<file path="config.mk">
export PLATFORM = sky130hd
export DESIGN_NAME = rotor_stack
export DESIGN_NICKNAME = d
export VERILOG_FILES = /design/src/rtl/rotor_stack.sv
export SDC_FILE = /design/constraint.sdc
export NUM_CORES = 1
export LEC_CHECK = 0
export CAP_MARGIN = 5
export CELL_PAD_IN_SITES_DETAIL_PLACEMENT = 0
export CELL_PAD_IN_SITES_GLOBAL_PLACEMENT = 1
export CORE_MARGIN = 2
export CORE_UTILIZATION = 49
export DETAILED_ROUTE_END_ITERATION = 16
export PLACE_DENSITY_LB_ADDON = 0.1
export SLEW_MARGIN = 25
export SYNTH_ARGS = -nofsm -noshare
export SYNTH_HDL_FRONTEND = slang
export SYNTH_SLANG_ARGS = --single-unit
</file>
<file path="constraint.sdc">
create_clock -name clock -period 15.5 [get_ports clock]
set_clock_uncertainty 0.1 [all_clocks]
set_input_delay 1.55 -clock clock [delete_from_list [all_inputs] [get_ports clock]]
set_output_delay 1.55 -clock clock [all_outputs]
set_load 0.02 [all_outputs]
</file>
<file path="src/rtl/rotor_stack.sv">
// Sequential Enigma rotor stack: stepping with double-step, then one rotor per
// cycle forward, reflector, and one rotor per cycle backward.
module rotor_stack #(
   parameter int NUM_ROTORS = 3,
   parameter int IW = ($clog2(NUM_ROTORS) < 1) ? 1 : $clog2(NUM_ROTORS)
) (
   input  logic                    clock,
   input  logic                    reset,
   input  logic                    cfg_we,
   input  logic [IW-1:0]           cfg_idx,
   input  logic [1:0]              cfg_wiring,
   input  logic [4:0]              cfg_ring,
   input  logic [4:0]              cfg_pos,
   input  logic                    in_valid,
   input  logic [4:0]              in_letter,
   output logic                    in_ready,
   output logic                    out_valid,
   output logic [4:0]              out_letter,
   output logic [5*NUM_ROTORS-1:0] positions
);

   typedef enum logic [2:0] {IDLE, STEP, FWD, REFL, BWD, DONE} state_t;

   localparam logic [IW-1:0] LAST = IW'(NUM_ROTORS - 1);

   localparam logic [4:0] WIRE_I [26] = '{
      5'd4, 5'd10, 5'd12, 5'd5, 5'd11, 5'd6, 5'd3, 5'd16, 5'd21, 5'd25, 5'd13, 5'd19, 5'd14,
      5'd22, 5'd24, 5'd7, 5'd23, 5'd20, 5'd18, 5'd15, 5'd0, 5'd8, 5'd1, 5'd17, 5'd2, 5'd9};
   localparam logic [4:0] WIRE_II [26] = '{
      5'd0, 5'd9, 5'd3, 5'd10, 5'd18, 5'd8, 5'd17, 5'd20, 5'd23, 5'd1, 5'd11, 5'd7, 5'd22,
      5'd19, 5'd12, 5'd2, 5'd16, 5'd6, 5'd25, 5'd13, 5'd15, 5'd24, 5'd5, 5'd21, 5'd14, 5'd4};
   localparam logic [4:0] WIRE_III [26] = '{
      5'd1, 5'd3, 5'd5, 5'd7, 5'd9, 5'd11, 5'd2, 5'd15, 5'd17, 5'd19, 5'd23, 5'd21, 5'd25,
      5'd13, 5'd24, 5'd4, 5'd8, 5'd22, 5'd6, 5'd0, 5'd10, 5'd12, 5'd20, 5'd18, 5'd16, 5'd14};
   localparam logic [4:0] REFL_B [26] = '{
      5'd24, 5'd17, 5'd20, 5'd7, 5'd16, 5'd18, 5'd11, 5'd3, 5'd15, 5'd23, 5'd13, 5'd6, 5'd14,
      5'd10, 5'd12, 5'd8, 5'd4, 5'd1, 5'd5, 5'd25, 5'd2, 5'd22, 5'd21, 5'd9, 5'd0, 5'd19};

   function automatic logic [4:0] add26(input logic [4:0] a, input logic [4:0] b);
      logic [5:0] t;
      t = {1'b0, a} + {1'b0, b};
      if (t >= 6'd26) t = t - 6'd26;
      return t[4:0];
   endfunction

   function automatic logic [4:0] sub26(input logic [4:0] a, input logic [4:0] b);
      logic [5:0] t;
      t = {1'b0, a} - {1'b0, b};
      if (a < b) t = t + 6'd26;
      return t[4:0];
   endfunction

   function automatic logic [4:0] wire_fwd(input logic [1:0] w, input logic [4:0] x);
      case (w)
         2'd0:    return WIRE_I[x];
         2'd1:    return WIRE_II[x];
         2'd2:    return WIRE_III[x];
         default: return x;
      endcase
   endfunction

   // Inverse found by searching the forward table instead of a second ROM.
   function automatic logic [4:0] wire_inv(input logic [1:0] w, input logic [4:0] y);
      logic [4:0] r;
      r = y;
      for (int unsigned i = 0; i < 26; i++)
         if (wire_fwd(w, 5'(i)) == y) r = 5'(i);
      return r;
   endfunction

   function automatic logic at_notch(input logic [1:0] w, input logic [4:0] p);
      case (w)
         2'd0:    return p == 5'd16;
         2'd1:    return p == 5'd4;
         2'd2:    return p == 5'd21;
         default: return 1'b0;
      endcase
   endfunction

   state_t          state, next_state;
   logic [1:0]      wiring [NUM_ROTORS];
   logic [4:0]      ring   [NUM_ROTORS];
   logic [4:0]      pos    [NUM_ROTORS];
   logic [IW-1:0]   rot;
   logic [4:0]      cur;
   logic [NUM_ROTORS-1:0] step;
   logic [NUM_ROTORS-1:0] notch;
   logic [1:0]      sel_w;
   logic [4:0]      sel_s;
   logic [4:0]      fwd_res;
   logic [4:0]      bwd_res;

   always_ff @(posedge clock or posedge reset) begin
      if (reset) state <= IDLE;
      else       state <= next_state;
   end

   always_comb begin
      next_state = state;
      case (state)
         IDLE: if (in_valid && in_ready) next_state = (in_letter < 5'd26) ? STEP : DONE;
         STEP: next_state = FWD;
         FWD:  if (rot == LAST) next_state = REFL;
         REFL: next_state = BWD;
         BWD:  if (rot == '0) next_state = DONE;
         DONE: next_state = IDLE;
         default: next_state = IDLE;
      endcase
   end

   always_comb begin
      in_ready  = (state == IDLE) && !cfg_we;
      out_valid = (state == DONE);
   end

   // Stepping decisions use the pre-step positions of every rotor at once.
   always_comb begin
      notch = '0;
      step  = '0;
      for (int unsigned k = 0; k < NUM_ROTORS; k++) notch[k] = at_notch(wiring[k], pos[k]);
      step[0] = 1'b1;
      for (int unsigned k = 1; k < NUM_ROTORS; k++)
         step[k] = notch[k-1] | ((k < NUM_ROTORS - 1) & notch[k]);
   end

   always_comb begin
      sel_w   = wiring[rot];
      sel_s   = sub26(pos[rot], ring[rot]);
      fwd_res = sub26(wire_fwd(sel_w, add26(cur, sel_s)), sel_s);
      bwd_res = sub26(wire_inv(sel_w, add26(cur, sel_s)), sel_s);
   end

   always_comb begin
      positions = '0;
      for (int unsigned k = 0; k < NUM_ROTORS; k++) positions[5*k +: 5] = pos[k];
   end

   always_ff @(posedge clock or posedge reset) begin
      if (reset) begin
         for (int unsigned k = 0; k < NUM_ROTORS; k++) begin
            wiring[k] <= 2'd3;
            ring[k]   <= '0;
            pos[k]    <= '0;
         end
         rot        <= '0;
         cur        <= '0;
         out_letter <= '0;
      end else begin
         case (state)
            IDLE: begin
               rot <= '0;
               if (cfg_we && int'(cfg_idx) < NUM_ROTORS) begin
                  wiring[cfg_idx] <= cfg_wiring;
                  ring[cfg_idx]   <= cfg_ring;
                  pos[cfg_idx]    <= cfg_pos;
               end
               if (in_valid && in_ready) begin
                  cur <= in_letter;
                  if (in_letter >= 5'd26) out_letter <= in_letter;
               end
            end
            STEP: begin
               for (int unsigned k = 0; k < NUM_ROTORS; k++)
                  if (step[k]) pos[k] <= (pos[k] == 5'd25) ? '0 : pos[k] + 5'd1;
               rot <= '0;
            end
            FWD: begin
               cur <= fwd_res;
               if (rot != LAST) rot <= rot + 1'b1;
            end
            REFL: cur <= REFL_B[cur];
            BWD: begin
               cur <= bwd_res;
               if (rot == '0) out_letter <= bwd_res;
               else           rot <= rot - 1'b1;
            end
            default: ;
         endcase
      end
   end

endmodule

</file>
Word-level counts from Yosys, hierarchy flattened
Memory sizes are Yosys's and may differ from the RTL's.
Cells that the tools add are included.
Widths: inputs -> output; s select.
{"block": "word_totals", "ff_bits": 51, "latchBits": 0, "mem_bits_rw": 0, "rom_bits": 640, "in_bits": 23, "elab_cells": 232, "memories": 4}
{"name": "(name not given)", "depth": 32, "width": 5, "read_ports": 1, "rd_clocked_by_memory_dff": 0, "write_ports": 0, "line": "171", "rtl": "REFL: cur <= REFL_B[cur];"}
{"name": "(name not given)", "depth": 32, "width": 5, "read_ports": 1, "rd_clocked_by_memory_dff": 0, "write_ports": 0, "line": "57", "rtl": "2'd2: return WIRE_III[x];"}
{"name": "(name not given)", "depth": 32, "width": 5, "read_ports": 1, "rd_clocked_by_memory_dff": 0, "write_ports": 0, "line": "56", "rtl": "2'd1: return WIRE_II[x];"}
{"name": "(name not given)", "depth": 32, "width": 5, "read_ports": 1, "rd_clocked_by_memory_dff": 0, "write_ports": 0, "line": "55", "rtl": "2'd0: return WIRE_I[x];"}
{"block": "classes", "n_addsub": 13, "multipliers": 0, "n_div": 0, "n_lt_le_gt_ge": 12, "n_eq_ne": 57, "n_shift": 0, "muxes": 104, "n_bitwise": 5, "reduce_logical": 24}
{"op": "$mux 5", "n": 52}
{"op": "$pmux 5 s3", "n": 16}
{"op": "$eq 5x5->1", "n": 26}
{"op": "$pmux 4 s3", "n": 5}
{"op": "$pmux 5 s2", "n": 5}
{"op": "$eq 5x5->1 const B", "n": 7}
{"op": "$bwmux 15", "n": 2}
{"op": "$pmux 15 s2", "n": 1}
{"op": "$bmux 5 s2", "n": 2}
{"op": "$pmux 5 s4", "n": 1}
{"op": "$add 5x1->5 const B", "n": 3}
{"op": "$add 5x5->5 const B", "n": 3}
{"op": "$lt 5x5->1", "n": 3}
{"op": "$mux 15", "n": 1}
{"op": "$pmux 3 s5", "n": 1}
{"op": "$sub 5x5->5", "n": 3}
{"op": "$ne 2x2->1 const B", "n": 7}
{"op": "$ge 6x6->1 const B", "n": 2}
{"op": "$mux 3", "n": 4}
{"op": "$not 5->6", "n": 2}
{"op": "$reduce_and 3->1", "n": 4}
{"op": "$demux 5 s2", "n": 1}
{"op": "$eq 5x3->1 const B", "n": 2}
{"op": "$mux 2", "n": 5}
{"op": "35 further kinds", "n": 57}

Longest topological paths before layout
{"block": "depth", "ltp_word": 42, "mapped_depth": 39, "depth_no_buf": 35}

Worst setup path after synthesis
Ideal clock, no wire load.
{"block": "synth_timing", "path_kind": "flip-flop to flip-flop", "from": "reg rot[1]", "to": "reg cur[3]", "setup_ns": 0.077, "arrival_ns": 7.925, "required_time_ns": 15.323, "setup_slack_ns": 7.398, "path_stages_with_launch": 34, "path_buffers": 2, "cell_sequence": "dfrtp_1 > clkbuf_1 > buf_1 > mux2i_1 > o22a_1 > ha_1 > fa_1 > xnor2_1 > ha_1 > mux2_2 > ha_1 > a211oi_1 > nor2_1 > nor4_2 > nor3_1 > nor2_2 > inv_2 > ha_1 > or3_1 > a21oi_1 > nor3_1 > o21a_1 > o32a_1 > ha_1 > nor2b_1 > o21ai_0 > a21oi_1 > o21ai_0 > nand3b_1 > xnor2_1 > nor2b_1 > o31ai_1 > o21ai_0 > a21oi_1"}
{"block": "synth_via", "elab_chain_len": 41, "elab_cells_between_ends": 120, "cone_classes": "8 x add/sub; 4 x order compare; 28 x eq/ne; 73 x mux; 2 x bitwise; 2 x reduce/logical; 3 x memory"}
{"element": "start, declared", "line": "84", "rtl": "logic [IW-1:0] rot;"}
{"element": "start signal, assigned", "line": "169", "rtl": "if (rot != LAST) rot <= rot + 1'b1;"}
{"element": "start signal, assigned", "line": "175", "rtl": "else rot <= rot - 1'b1;"}
{"element": "$not 2->3 (implied by the code) (*)", "line": "127, 128"}
{"element": "$bmux 5 s2", "line": "128", "rtl": "sel_s = sub26(pos[rot], ring[rot]);"}
{"element": "$mux 5 (implied by the code) (2 in a row)", "line": "128"}
{"element": "$sub 5x5->5", "line": "48", "rtl": "t = {1'b0, a} - {1'b0, b};"}
{"element": "$add 5x5->5", "line": "49", "rtl": "if (a < b) t = t + 6'd26;"}
{"element": "$mux 5", "line": "49"}
{"element": "$add 5x5->6", "line": "41", "rtl": "t = {1'b0, a} + {1'b0, b};"}
{"element": "$sub 5x5->5 / $ge 6x5->1 (equally long branches)", "line": "42", "rtl": "if (t >= 6'd26) t = t - 6'd26;"}
{"element": "$mux 5", "line": "42"}
{"element": "$eq 5x5->1", "line": "67", "rtl": "if (wire_fwd(w, 5'(i)) == y) r = 5'(i);"}
{"element": "$mux 5 (26 in a row)", "line": "67"}
{"element": "$sub 5x5->5", "line": "48"}
{"element": "$add 5x5->5", "line": "49"}
{"element": "$mux 5", "line": "49"}
{"element": "$pmux 5 s4 (*)", "line": "149", "rtl": "case (state)"}
{"element": "end signal, assigned", "line": "158", "rtl": "cur <= in_letter;"}
{"element": "end signal, assigned", "line": "168", "rtl": "cur <= fwd_res;"}
{"element": "end signal, assigned", "line": "171"}
{"element": "end, declared", "line": "85", "rtl": "logic [4:0] cur;"}
Mark *: on every way between the ends. The rest lies on a longest branch, timed or not. The select of a mux whose other input is x is not followed.
A chain may end at the register's enable or synchronous reset.

Final worst setup path
Same ends and word-level chain as after synthesis.

==> summary by stage <==
Critical path
The most critical setup path has its startpoint at rot[1]. The critical path arrival is approximately 10 ns. The capturing element of the worst setup path is cur[3].

The most common cell type on the critical path is o21ai_0. The nature of the critical path endpoint is a flop. The source of the worst register-to-register timing path is rot[1]. The highest-delay cell along the critical path is dfrtp_1. Across all register-to-register paths, the minimum setup slack is about 5.5 ns.

The worst setup path is of the reg2reg kind. The largest single stage delay on the critical path is 1.02 ns. The endpoint identified for the worst register-to-register timing path is cur[3]. The worst path required time is approximately 16 ns. The maximum fanout along the worst path is 26.

The worst register-to-register path has a depth of 35. The worst setup path is launched from a flop.

STA
The number of failing setup endpoints in the final timing report is 0. In the final timing run, aggregate negative setup slack is 0 ns. The clock period could shrink to approximately 10 ns. Headroom to the max-slew limit came out at 0.324. The total count of hold-check failures in the final report is 0. For the pin with the worst max-slew slack, the measured transition is a little under 1 ns. The number of pins exceeding their max-slew limit in the final report is 0.

Of the available clock period, the critical path in the final layout requires 0.647. Setup repair after global routing left no endpoint under its margin. The highest attainable clock frequency is approximately 100 MHz. Hold is met by between 0.3 and 0.4 ns.

Synth
Of the total synthesized cell area, the portion taken by full adders, half adders and majority gates is 0.116. The average instance area after synthesis is 7.58 um2. The cell area that synthesis handed to floorplanning was around 0.0071 mm2.

The Yosys step of the flow raised 0 warnings. Yosys mapped a number of flops with a built-in enable equal to 0. The number of different library cells used by synthesis comes to around 80. Of the synthesized area, sequential elements account for 0.182. For this run, asynchronously set or reset flops after synthesis account for 1.00. When the netlist entered floorplanning its net count stood at 1,017. In the synthesized netlist the dominant register cell turns out to be dfrtp_1. The share of cell area taken by muxes after synthesis is 0.0615. The flip-flop and latch count after synthesis is 51.

Of the total synthesized cell area, the portion taken by AND, OR, NAND and NOR gates is 0.223. After synthesis, the largest family of logic cells by area is compound AO/OA/AOI/OAI gates. Synthesis produced a netlist whose cell count is approximately 930.

The xor/xnor cell area share of the yosys netlist is 0.0865. The complex-gate fraction of the synthesized area came to 0.278.

Routing
The per-cell routed wire length is around 20 um. The first TritonRoute pass finished after 7 iterations. In the routed design, unresolved DRC markers number 0.

Using the TritonRoute via totals, the vias-per-cell ratio works out to roughly 6.7. The total via count after detailed routing is about 7,500. The detailed-route wire length is ~22 mm. For this block, the initial DRC count from the detailed router was 894. The count of nets left with antenna violations after detail routing is 0.

CTS
The register clock-pin slew on the reported worst setup and hold paths is about 0.070 ns. The H-tree depth is 2. The hold-fix buffer count after cts is 0. TritonCTS built the clock tree. The clock insertion delay at the later pin of the skew report is 0.29 ns.

The clock sink total is 51. After clock tree synthesis, the setup repair step added 0 buffers. The longest clock path from root to sink contains 2 buffers. The clock root buffer is clkbuf_16. The number of buffers inserted during clock tree synthesis is 5. The number of instances resized during post-cts repair is 0.

Min path
The launch point of the worst hold path is ring[13]. The kind of path behind the tightest hold check is reg2reg.

Floorplan
The number of top-level pins is 45. The floorplan step set the die width to approximately 120 um. The floorplan step defined a die boundary enclosing approximately 0.015 mm2. The initial utilization of the core area, before any placement, comes to 0.505. The floorplan core area is ~0.014 mm2. The number of rows in the core area is 43. The die boundary height is about 120 um.

GRT
Entering global routing, the biggest net connects 52 pins. The total track usage is 0.292. The via count of the first global-routing pass is 6,948. The total grt overflow is 0. The initial antenna violation count is 0. The wire length of the first global-routing pass is roughly 36 mm.

Place
The number of port buffers is 44. Summed over all nets, the half-perimeter wirelength after detailed placement is roughly 17 mm. The congestion estimate from routability-driven global placement came to between 0.9 and 1.

The standard cell area after detailed placement is 0.00759 mm2.

Final layout
Counting the fill cells in the layout gives roughly 1,400. The diode insertion count for antenna repair is 0. The net count of the finished layout is roughly 1,000. The layout cell share with drive strength beyond 1 is 0.0626. Compared with the post-synthesis result, the final layout area differs by 9.78%. With fillers left out, the area of the finished cells amounts to 0.00775 mm2. Measured on the finished design, the core utilization comes to 0.554.

Run status
The flow ran to the end, and the final reports show no timing, DRC or antenna violations.

Run
Across the run, the number of max-cap violations was 0.
registers in the layout, indices dropped and copies added (netlist names):
signal,flops
positions,15
wiring,6
rot,2
state,3
cur,5
out_letter,5
ring,15
cell families after synthesis:
| kind of cell | Yosys count |
|---|---|
| XOR/XNOR | 57 |
| buffers and inverters | 94 |
| AND/OR/NAND/NOR | 328 |
| flip-flops | 51 |
| multiplexers | 41 |
| AO/OA/AOI/OAI | 297 |
| adder cells (fa/ha/maj) | 63 |
per-layer routing:
metal / up-vias / global-route usage / wire, um
met5: - / 0 / 0
met4: 0 / 0.124 / 844
met3: 70 / 0.0266 / 1590
met2: 407 / 0.476 / 10200
met1: 3526 / 0.395 / 9370
li1: 3467 / - / -
cells in the mapped netlist (5+ instances only):
master | instances | share of area
buf_1 | 6 | 0.0032
dfrtp_1 | 45 | 0.16
o21ai_0 | 83 | 0.059
nor2b_1 | 5 | 0.0044
inv_1 | 38 | 0.020
nand2_1 | 107 | 0.057
nor2_1 | 73 | 0.039
and3_1 | 18 | 0.016
mux2_2 | 19 | 0.030
and2_1 | 7 | 0.0062
nor4_1 | 15 | 0.013
nand2b_1 | 8 | 0.0071
a211oi_1 | 10 | 0.011
xor2_1 | 14 | 0.017
nand3_1 | 27 | 0.019
a31oi_1 | 18 | 0.016
a22o_1 | 7 | 0.0087
dfstp_2 | 6 | 0.022
nand4_1 | 7 | 0.0062
o211ai_1 | 13 | 0.014
a2111oi_0 | 5 | 0.0062
or3_1 | 6 | 0.0053
mux2i_1 | 22 | 0.031
nand3b_1 | 7 | 0.0074
a311oi_1 | 5 | 0.0062
nor3_1 | 25 | 0.018
o22ai_1 | 11 | 0.0097
a21o_1 | 14 | 0.015
o31ai_1 | 7 | 0.0074
xnor3_1 | 7 | 0.022
a21oi_1 | 60 | 0.043
clkbuf_1 | 39 | 0.021
xnor2_1 | 35 | 0.043
ha_1 | 59 | 0.10
worst max-delay path, delay by kind of cell (launching register included):
family                     cells  cell delay, ns
muxes                          1            0.28
xor gates and xnor gates       2            0.32
and+or+nand+nor               10            2.34
AOI/OAI and AO/OA             14            3.27
adders and majority gates      4            1.77
buffers and inverters          4            0.86
DFF                            1            1.02
worst min path at each step:
stage,slack (ns),to,cells after the start
2_1_floorplan,0.34,ring[10],2
3_3_place_gp,0.37,ring[14],2
3_5_place_dp,0.37,out_letter[4],2
4_1_cts,0.40,ring[13],2
5_1_grt,0.42,ring[3],1
6_report,0.40,ring[13],2
cell type report:
type                    count  area, um2  share of cell area
clock inverters             2       16.3             0.00210
clock buffers               6        139              0.0179
well taps                 180        225              0.0291
repair buffers             54        515              0.0665
inverters                  43        161              0.0208
multi-input cells         786       5410               0.698
flip-flops and latches     51       1280               0.166
placed cells by master, fill, tap and decap left out, types with 10 or more instances in the layout:
| master | n |
|---|---|
| a211oi_1 | 10 |
| a21o_1 | 14 |
| a21oi_1 | 60 |
| a31oi_1 | 18 |
| and3_1 | 18 |
| buf_4 | 10 |
| clkdlybuf4s50_1 | 44 |
| dfrtp_1 | 45 |
| ha_1 | 59 |
| inv_1 | 37 |
| mux2_2 | 19 |
| mux2i_1 | 22 |
| nand2_1 | 107 |
| nand3_1 | 27 |
| nor2_1 | 73 |
| nor3_1 | 24 |
| nor4_1 | 15 |
| o211ai_1 | 13 |
| o21ai_0 | 83 |
| o22ai_1 | 11 |
| xnor2_1 | 35 |
| xor2_1 | 14 |
through the flow:
| stage | std cells | worst slack (ns) |
|---|---|---|
| CTS | 1122 | 5.60 |
| detailed placement | 1114 | 5.65 |
| floorplan | 931 | 7.40 |
| global placement | 1114 | 5.81 |
| global route | 1122 | 4.73 |
| finish | 1122 | 5.47 |
Power is left out: the tool's default activity adds up to more than one toggle a clock period on the data nets, which glitch-free logic cannot reach.
